File: src/rtl/pipeline_control_unit_if.sv
// Bundle between the hazard unit / pipeline datapath and the pipeline control
// unit.
//   master : hazard-unit side. Drives the stall, flush, branch and hold requests
//            and observes the PC, enables, clears, valid bits and counters.
//   slave  : pipeline_control_unit side.
// Signal summary:
//   stall, flush1..flush5, branchTakenFlag, branchTarget[31:0], hold  -> control
//   pc[31:0], regEn[4:0], regClr[4:0], valid[4:0],
//   stallCount, flushCount, retiredCount [COUNT_W-1:0], stall_timeout <- control
interface pipeline_control_unit_if #(
  parameter int COUNT_W = 16
);
  logic               stall;
  logic               flush1;
  logic               flush2;
  logic               flush3;
  logic               flush4;
  logic               flush5;
  logic               branchTakenFlag;
  logic [31:0]        branchTarget;
  logic               hold;

  logic [31:0]        pc;
  logic [4:0]         regEn;
  logic [4:0]         regClr;
  logic [4:0]         valid;
  logic [COUNT_W-1:0] stallCount;
  logic [COUNT_W-1:0] flushCount;
  logic [COUNT_W-1:0] retiredCount;
  logic               stall_timeout;

  modport master (
    output stall, flush1, flush2, flush3, flush4, flush5,
           branchTakenFlag, branchTarget, hold,
    input  pc, regEn, regClr, valid,
           stallCount, flushCount, retiredCount, stall_timeout
  );

  modport slave (
    input  stall, flush1, flush2, flush3, flush4, flush5,
           branchTakenFlag, branchTarget, hold,
    output pc, regEn, regClr, valid,
           stallCount, flushCount, retiredCount, stall_timeout
  );
endinterface

File: src/rtl/pipeline_control_unit.sv
// Pipeline control unit: turns hazard-unit requests into per-register load
// enables and bubble clears for the five pipeline registers (1=PC/IF, 2=IF/ID,
// 3=ID/EX, 4=EX/MEM, 5=MEM/WB), owns the PC and branch redirect, tracks a valid
// bit per register, keeps saturating stall/flush/retire counters and raises a
// sticky watchdog when a load-use stall runs for MAX_STALL cycles.
// Ports:
//   clk  : rising-edge clock
//   rst  : synchronous, active-high reset
//   bus  : pipeline_control_unit_if.slave (requests in, control/status out)
module pipeline_control_unit #(
  parameter logic [31:0] RESET_PC  = 32'h0000_0000,
  parameter int          COUNT_W   = 16,
  parameter int          MAX_STALL = 8
) (
  input  logic                          clk,
  input  logic                          rst,
  pipeline_control_unit_if.slave        bus
);

  localparam int RUN_W = $clog2(MAX_STALL + 1);

  logic [4:0]         flushVec;
  logic               stallEff;
  logic [4:0]         regEn;
  logic [4:0]         regClr;

  logic [31:0]        pcReg;
  logic [4:0]         validReg;
  logic [COUNT_W-1:0] stallCountReg;
  logic [COUNT_W-1:0] flushCountReg;
  logic [COUNT_W-1:0] retiredCountReg;
  logic [RUN_W-1:0]   stallRun;
  logic               timeoutReg;

  assign flushVec = {bus.flush5, bus.flush4, bus.flush3, bus.flush2, bus.flush1};

  // A taken branch squashes the younger instructions, so the load-use stall
  // they caused no longer matters.
  assign stallEff = bus.stall & ~bus.branchTakenFlag;

  always_comb begin
    // NOTE: defaults first so every path assigns both vectors and no latch is inferred.
    regEn  = '0;
    regClr = '0;
    if (!bus.hold) begin
      regEn     = {3'b111, ~stallEff, ~stallEff};
      regClr    = flushVec;
      // Stalled instruction stays in ID; a bubble goes into ID/EX instead.
      regClr[2] = flushVec[2] | stallEff;
    end
  end

  // NOTE: all state below uses non-blocking assignments so every register
  // samples the pre-edge value of its neighbours (the valid shift depends on it).
  always_ff @(posedge clk) begin
    if (rst) begin
      pcReg           <= RESET_PC;
      validReg        <= '0;
      stallCountReg   <= '0;
      flushCountReg   <= '0;
      retiredCountReg <= '0;
      stallRun        <= '0;
      timeoutReg      <= 1'b0;
    end else if (!bus.hold) begin
      // Redirect wins over the stall; otherwise advance unless stalled.
      if (bus.branchTakenFlag) begin
        pcReg <= bus.branchTarget;
      end else if (!stallEff) begin
        pcReg <= pcReg + 32'd4;
      end

      // Stage 1 refills with a fresh fetch unless stalled; later stages shift
      // the upstream valid bit in. Clear beats enable.
      validReg[0] <= flushVec[0] ? 1'b0 : (stallEff ? validReg[0] : 1'b1);
      for (int i = 1; i < 5; i++) begin
        validReg[i] <= regClr[i] ? 1'b0 : (regEn[i] ? validReg[i-1] : validReg[i]);
      end

      if (stallEff && (stallCountReg != '1)) begin
        stallCountReg <= stallCountReg + 1'b1;
      end
      if (bus.branchTakenFlag && (flushCountReg != '1)) begin
        flushCountReg <= flushCountReg + 1'b1;
      end
      if (validReg[4] && (retiredCountReg != '1)) begin
        retiredCountReg <= retiredCountReg + 1'b1;
      end

      // Consecutive-stall run length. A stall masked by a redirect neither
      // extends nor breaks the run; dropping stall breaks it. The run counter
      // parks at MAX_STALL since the flag is already sticky by then.
      if (!bus.stall) begin
        stallRun <= '0;
      end else if (stallEff && (stallRun != RUN_W'(MAX_STALL))) begin
        stallRun <= stallRun + 1'b1;
      end
      if (stallEff && (stallRun == RUN_W'(MAX_STALL - 1))) begin
        timeoutReg <= 1'b1;
      end
    end
  end

  assign bus.pc            = pcReg;
  assign bus.regEn         = regEn;
  assign bus.regClr        = regClr;
  assign bus.valid         = validReg;
  assign bus.stallCount    = stallCountReg;
  assign bus.flushCount    = flushCountReg;
  assign bus.retiredCount  = retiredCountReg;
  assign bus.stall_timeout = timeoutReg;

endmodule

File: src/flat_wrapper.sv
// flat-port wrapper written by rule: the top's interface ports become plain ports
module pipeline_control_unit_flat 
#(
  parameter logic [31:0] RESET_PC  = 32'h0000_0000,
  parameter int          COUNT_W   = 16,
  parameter int          MAX_STALL = 8
)
  (clk, rst, bus_stall, bus_flush1, bus_flush2, bus_flush3, bus_flush4, bus_flush5, bus_branchTakenFlag, bus_branchTarget, bus_hold, bus_pc, bus_regEn, bus_regClr, bus_valid, bus_stallCount, bus_flushCount, bus_retiredCount, bus_stall_timeout);
  pipeline_control_unit_if #(.COUNT_W(COUNT_W)) bus_i ();
  input  logic clk;
  input  logic rst;
  input wire logic [$bits(bus_i.stall)-1:0] bus_stall;
  input wire logic [$bits(bus_i.flush1)-1:0] bus_flush1;
  input wire logic [$bits(bus_i.flush2)-1:0] bus_flush2;
  input wire logic [$bits(bus_i.flush3)-1:0] bus_flush3;
  input wire logic [$bits(bus_i.flush4)-1:0] bus_flush4;
  input wire logic [$bits(bus_i.flush5)-1:0] bus_flush5;
  input wire logic [$bits(bus_i.branchTakenFlag)-1:0] bus_branchTakenFlag;
  input wire logic [$bits(bus_i.branchTarget)-1:0] bus_branchTarget;
  input wire logic [$bits(bus_i.hold)-1:0] bus_hold;
  output wire logic [$bits(bus_i.pc)-1:0] bus_pc;
  output wire logic [$bits(bus_i.regEn)-1:0] bus_regEn;
  output wire logic [$bits(bus_i.regClr)-1:0] bus_regClr;
  output wire logic [$bits(bus_i.valid)-1:0] bus_valid;
  output wire logic [$bits(bus_i.stallCount)-1:0] bus_stallCount;
  output wire logic [$bits(bus_i.flushCount)-1:0] bus_flushCount;
  output wire logic [$bits(bus_i.retiredCount)-1:0] bus_retiredCount;
  output wire logic [$bits(bus_i.stall_timeout)-1:0] bus_stall_timeout;
  assign bus_i.stall = bus_stall;
  assign bus_i.flush1 = bus_flush1;
  assign bus_i.flush2 = bus_flush2;
  assign bus_i.flush3 = bus_flush3;
  assign bus_i.flush4 = bus_flush4;
  assign bus_i.flush5 = bus_flush5;
  assign bus_i.branchTakenFlag = bus_branchTakenFlag;
  assign bus_i.branchTarget = bus_branchTarget;
  assign bus_i.hold = bus_hold;
  assign bus_pc = bus_i.pc;
  assign bus_regEn = bus_i.regEn;
  assign bus_regClr = bus_i.regClr;
  assign bus_valid = bus_i.valid;
  assign bus_stallCount = bus_i.stallCount;
  assign bus_flushCount = bus_i.flushCount;
  assign bus_retiredCount = bus_i.retiredCount;
  assign bus_stall_timeout = bus_i.stall_timeout;
  pipeline_control_unit #(.RESET_PC(RESET_PC), .COUNT_W(COUNT_W), .MAX_STALL(MAX_STALL)) u_core (.clk(clk), .rst(rst), .bus(bus_i));
endmodule
File: config.mk
export PLATFORM = sky130hd
export DESIGN_NAME = pipeline_control_unit_flat
export DESIGN_NICKNAME = d
export VERILOG_FILES = /design/src/rtl/pipeline_control_unit_if.sv /design/src/rtl/pipeline_control_unit.sv /design/src/flat_wrapper.sv
export SDC_FILE = /design/constraint.sdc
export NUM_CORES = 1
export LEC_CHECK = 0
export ABC_AREA = 1
export CAP_MARGIN = 20
export CELL_PAD_IN_SITES_DETAIL_PLACEMENT = 0
export CELL_PAD_IN_SITES_GLOBAL_PLACEMENT = 1
export CORE_MARGIN = 8
export CORE_UTILIZATION = 31
export DETAILED_ROUTE_END_ITERATION = 8
export GPL_ROUTABILITY_DRIVEN = 0
export MAX_ROUTING_LAYER = met4
export PLACE_DENSITY_LB_ADDON = 0.1
export SYNTH_ARGS = -nofsm -noshare
export SYNTH_HDL_FRONTEND = slang
export SYNTH_SLANG_ARGS = --single-unit
File: constraint.sdc
create_clock -name clk -period 1.7 [get_ports clk]
set_clock_uncertainty 0.15 [all_clocks]
set_input_delay 0.34 -clock clk [delete_from_list [all_inputs] [get_ports clk]]
set_output_delay 0.34 -clock clk [all_outputs]
set_load 0.01 [all_outputs]
## After elaboration in Yosys (flattened, before gate mapping)

Cells that the tools add are included.

| operators by class | value |
|---|---|
| $add $sub $neg | 5 |
| eq/ne operators | 8 |
| multiplexer cells | 16 |
| bitwise logic cells | 5 |
| reductions and logical operators | 20 |

Operators with widths:

| cell | number |
|---|---|
| $mux W32 | 2 |
| $add A16 B1 Y16 const B | 3 |
| $ne A16 B16 Y1 const B | 3 |
| $add A32 B3 Y32 const B | 1 |
| $reduce_and A2 Y1 | 11 |
| $mux W1 | 10 |
| $mux W5 | 2 |
| $mux W4 | 2 |
| $reduce_bool A2 Y1 | 4 |
| $logic_and A1 B1 Y1 | 5 |
| $add A4 B1 Y4 const B | 1 |
| $eq A4 B3 Y1 const B | 1 |
| $ne A2 B2 Y1 const B | 2 |
| $ne A4 B4 Y1 const B | 1 |
| $not A1 Y1 | 3 |
| $ne A2 B1 Y1 const B | 1 |
| $and A1 B1 Y1 | 1 |
| $or A1 B1 Y1 | 1 |

| word-level totals | value |
|---|---|
| flip-flop bits (word level) | 90 |
| bits of input ports | 42 |
| output and inout bits | 96 |
| logic and storage cells | 65 |

## Longest topological paths before layout

| depth | value |
|---|---|
| depth after elaboration | 6 |
| gate-level depth with buffers | 11 |
| gate-level depth less buffers | 11 |

## Worst setup path before layout

OpenSTA, ideal clock, no wires.

| timing | value |
|---|---|
| path kind | reg-to-reg |
| start point | register u_core.stallCountReg[0] (netlist: u_core.bus.stallCount[0]) |
| end point | register u_core.stallCountReg[14] (netlist: u_core.bus.stallCount[14]) |
| library setup time | 131 ps |
| arrival time | 1523 ps |
| path slack | -104 ps |
| stages on the path, launching flop included | 12 |
| clock period less this slack | 1804 ps |
| cell sequence | dfxtp_1 -> ha_1 -> nand2_2 -> nor2_2 -> nand2_2 -> nor2_4 -> nand2_2 -> nand2_4 -> inv_4 -> buf_6 -> nand2_1 -> a21oi_2 |

| between the ends | value |
|---|---|
| cells in the longest elaborated chain, start to end | 3 |

RTL lines:

| what | RTL line | source |
|---|---|---|
| start: declaration | pipeline_control_unit.sv:29 | `logic [COUNT_W-1:0] stallCountReg;` |
| start signal: assignment | pipeline_control_unit.sv:80 | `stallCountReg <= stallCountReg + 1'b1;` |
| branches (longest 3 deep; another with $add A16 B1 Y16) | n/a |  |

Parallel ways; which one is timed is not known.
A chain may end at the register's enable or synchronous reset.

## Worst setup path after layout

| timing | value |
|---|---|
| start point | input port bus_flush2 |
| end point | output port bus_regClr[1] |

| between the ends | value |
|---|---|
| cells in the longest elaborated chain, start to end | 1 |

RTL lines:

| what | RTL line | source |
|---|---|---|
| start: declaration | flat_wrapper.sv:14 | `input wire logic [$bits(bus_i.flush2)-1:0] bus_flush2;` |
| $mux W5 | pipeline_control_unit.sv:45 | `if (!bus.hold) begin` |
| end: declaration | flat_wrapper.sv:23 | `output wire logic [$bits(bus_i.regClr)-1:0] bus_regClr;` |

No other way between the ends.

==> impl_metrics.ini <==
[yosys]
synth-xor-area-share = 0.03671
synth-adder-area-share = 0.01368
synth.area.mux_share = 0
ys.flop_type = dfxtp_1
syn_nets = 923
ys_warn_count = 0
ys_seq_area_frac = 0.3283
synth_top_family_by_area = simple AND/OR/NAND/NOR gates
synthCells = 875
synth_area_sq_um = 5488
synthDistinctLibCells = 41
synth_area_leaders = dfxtp_1, nand2_1, nor2_1
synth_top_area_share = 0.3283
ys_top_cells_by_count = nand2_1, nor2_1, dfxtp_1
synth.most_common_cell = nand2_1
ys_ff_latch = 90
synth-compound-area-share = 0.1186
yosys.area_share.simple = 0.4102
synth_top_area_cell = dfxtp_1
synthArstFlopShare = 0
synth_area_per_cell_sq_um = 6.272
synth-edff-count = 0

[route]
highest_layer = met4
wl_met1_mm = 8.889
route.met2.wl_mm = 9.136
ant_nets = 0
dr.first_iter.drc_count = 234
wl_met3_microns = 765
drt_pass1_iterations = 4
viasPerCell = 4.602
wl_per_cell_microns = 14.14
vias = 6181
drc_errors = 0
wl_mm = 18.98

[clock_tree]
clk_transition_reported_paths_ns = 0.06
worstSkewPairLatency_ns = 0.35
cts_buffers = 9
postCtsHoldBufs = 0
cts-root-buf = clkbuf_16
h-tree-depth = 3
cts_tree = yes
cts_sinks = 90
cts_buffer_depth = 2

[sta]
finalCriticalPeriod_ns = 1.661
fmax_mhz = 601.9
fin_setup_tns_ns = 0
grt_setup_unrepaired = yes
slew_headroom = 0.7478
period_share = 0.9773
tightest_slew_ns = 0.3782
finalHoldViolCount = 0
holdWs_ns = 0.3045
layout_setup_ws_ns = 0.03857
setup_viol = 0
maxSlewViolCount = 0

[die]
core_area_sq_um = 17300
rows = 48
die_w_microns = 149.1
io_pins = 138
fp.dieH_microns = 149.1
initial_core_util = 0.3173
die_area_sq_um = 22220

[placement]
io_buffers = 137
dp.cells = 1313
dpl_cell_area_sq_um = 7825
pre_cts_slack_ns = -0.5614
dpl.hpwl_mm = 14.35

[finish]
n_antenna_cell = 0
area_growth_pct = 53.24
final_util = 0.4862
final_area_sq_um = 8409
fin_cells = 1343
final_nets = 1161
drive_above_1_share = 0.2361

[grt]
grt-ovfl-total = 0
grt_pass1_wl_mm = 30.50
antenna_found_initial = 0
grt_max_degree = 66
grtUsageTotal = 0.1753
grt_pass1_vias = 5970

[power_and_ir_drop]
p_per_area_nw_per_um2 = 627.7
power_mw = 5.278
leakagePower_nw = 3.572
ir_worst_vdd_mv = 0.5015

[worst_setup_path]
reg2reg_from = u_core.bus.pc[3]
crit_path_end_kind = output port
cp_data_arrival_time_ns = 1.17
required_ns = 1.21
crit_type = in -> out
crit_fanout = 2
cp-start-kind = primary input
crit_path_start = bus_flush2

[flow_run]
drv_cap = 0

[min_path]
hp-class = reg -> reg
hold_path.startpoint = u_core.bus.stall_timeout

[run_status]
status = complete, no violations
[worst paths after layout]
kind         slack [ns]  cells past startpoint                  endpoint
min reg2reg        0.30                      2  u_core.bus.stall_timeout
max reg2reg        0.05                     10         u_core.bus.pc[20]
min                0.30                      2  u_core.bus.stall_timeout
max                0.04                      4             bus_regClr[1]
[flip-flops by register name, summed over array words and instances, names as in the netlist]
| signal | count |
|---|---|
| u_core.bus.pc | 32 |
| u_core.bus.retiredCount | 16 |
| u_core.bus.valid | 5 |
| u_core.bus.flushCount | 16 |
| u_core.bus.stall_timeout | 1 |
| u_core.bus.stallCount | 16 |
| u_core.stallRun | 4 |
[per-layer routing]
metal / vias to the layer above / global-route usage
met5: - / -
met4: 0 / 0.03635
met3: 12 / 0.03337
met2: 110 / 0.2937
met1: 2774 / 0.2151
li1: 3285 / -
[logic make-up after synthesis]
kind of cell	count (synthesis)
buf+inv	116
xor+xnor	23
simple gates	524
flops	90
fa+ha+maj	6
compound gates	116
[layout by cell type, fill, tap and decap left out, drive strengths merged, types with 9 or more instances in the layout]
| cell | instances |
|---|---|
| nor3 | 19 |
| nand3 | 69 |
| dfxtp | 90 |
| clkbuf | 13 |
| dlygate4sd2 | 91 |
| clkdlybuf4s50 | 37 |
| xnor2 | 14 |
| o21ai | 28 |
| buf | 126 |
| nor2 | 139 |
| xor2 | 9 |
| nand4 | 14 |
| inv | 86 |
| nand2 | 273 |
| a21oi | 71 |
[timing repair]
action                                  4_1_cts  5_1_grt
pin swaps                                     1       28
setup buffers                                 2       12
gates resized for setup                     147       78
endpoints found under the setup margin      121       59
[critical path, cell delays in order]
cell and delay [ns]:
clkdlybuf4s50_1 0.45, inv_1 0.04, nor2_2 0.10, clkdlybuf4s15_2 0.23
[report_power, final]
group | leakage (nW) | switching [mW] | internal, mW
registers | 0.746 | 0.0667 | 2.18
logic | 2.67 | 0.401 | 0.374
clock network | 0.154 | 0.918 | 1.34
total | 3.57 | 1.39 | 3.89
[area by class of cell]
class | count | area (sq um)
inverter | 85 | 331.6
sequential | 90 | 1846
clock buffer | 11 | 242.7
tap | 225 | 281.5
clock inverter | 5 | 86.33
fill | 1872 | 8887
timing repair buffer | 258 | 2217
multi-input combinational | 669 | 3405
Note: power is estimated with default switching activity, not from simulation.
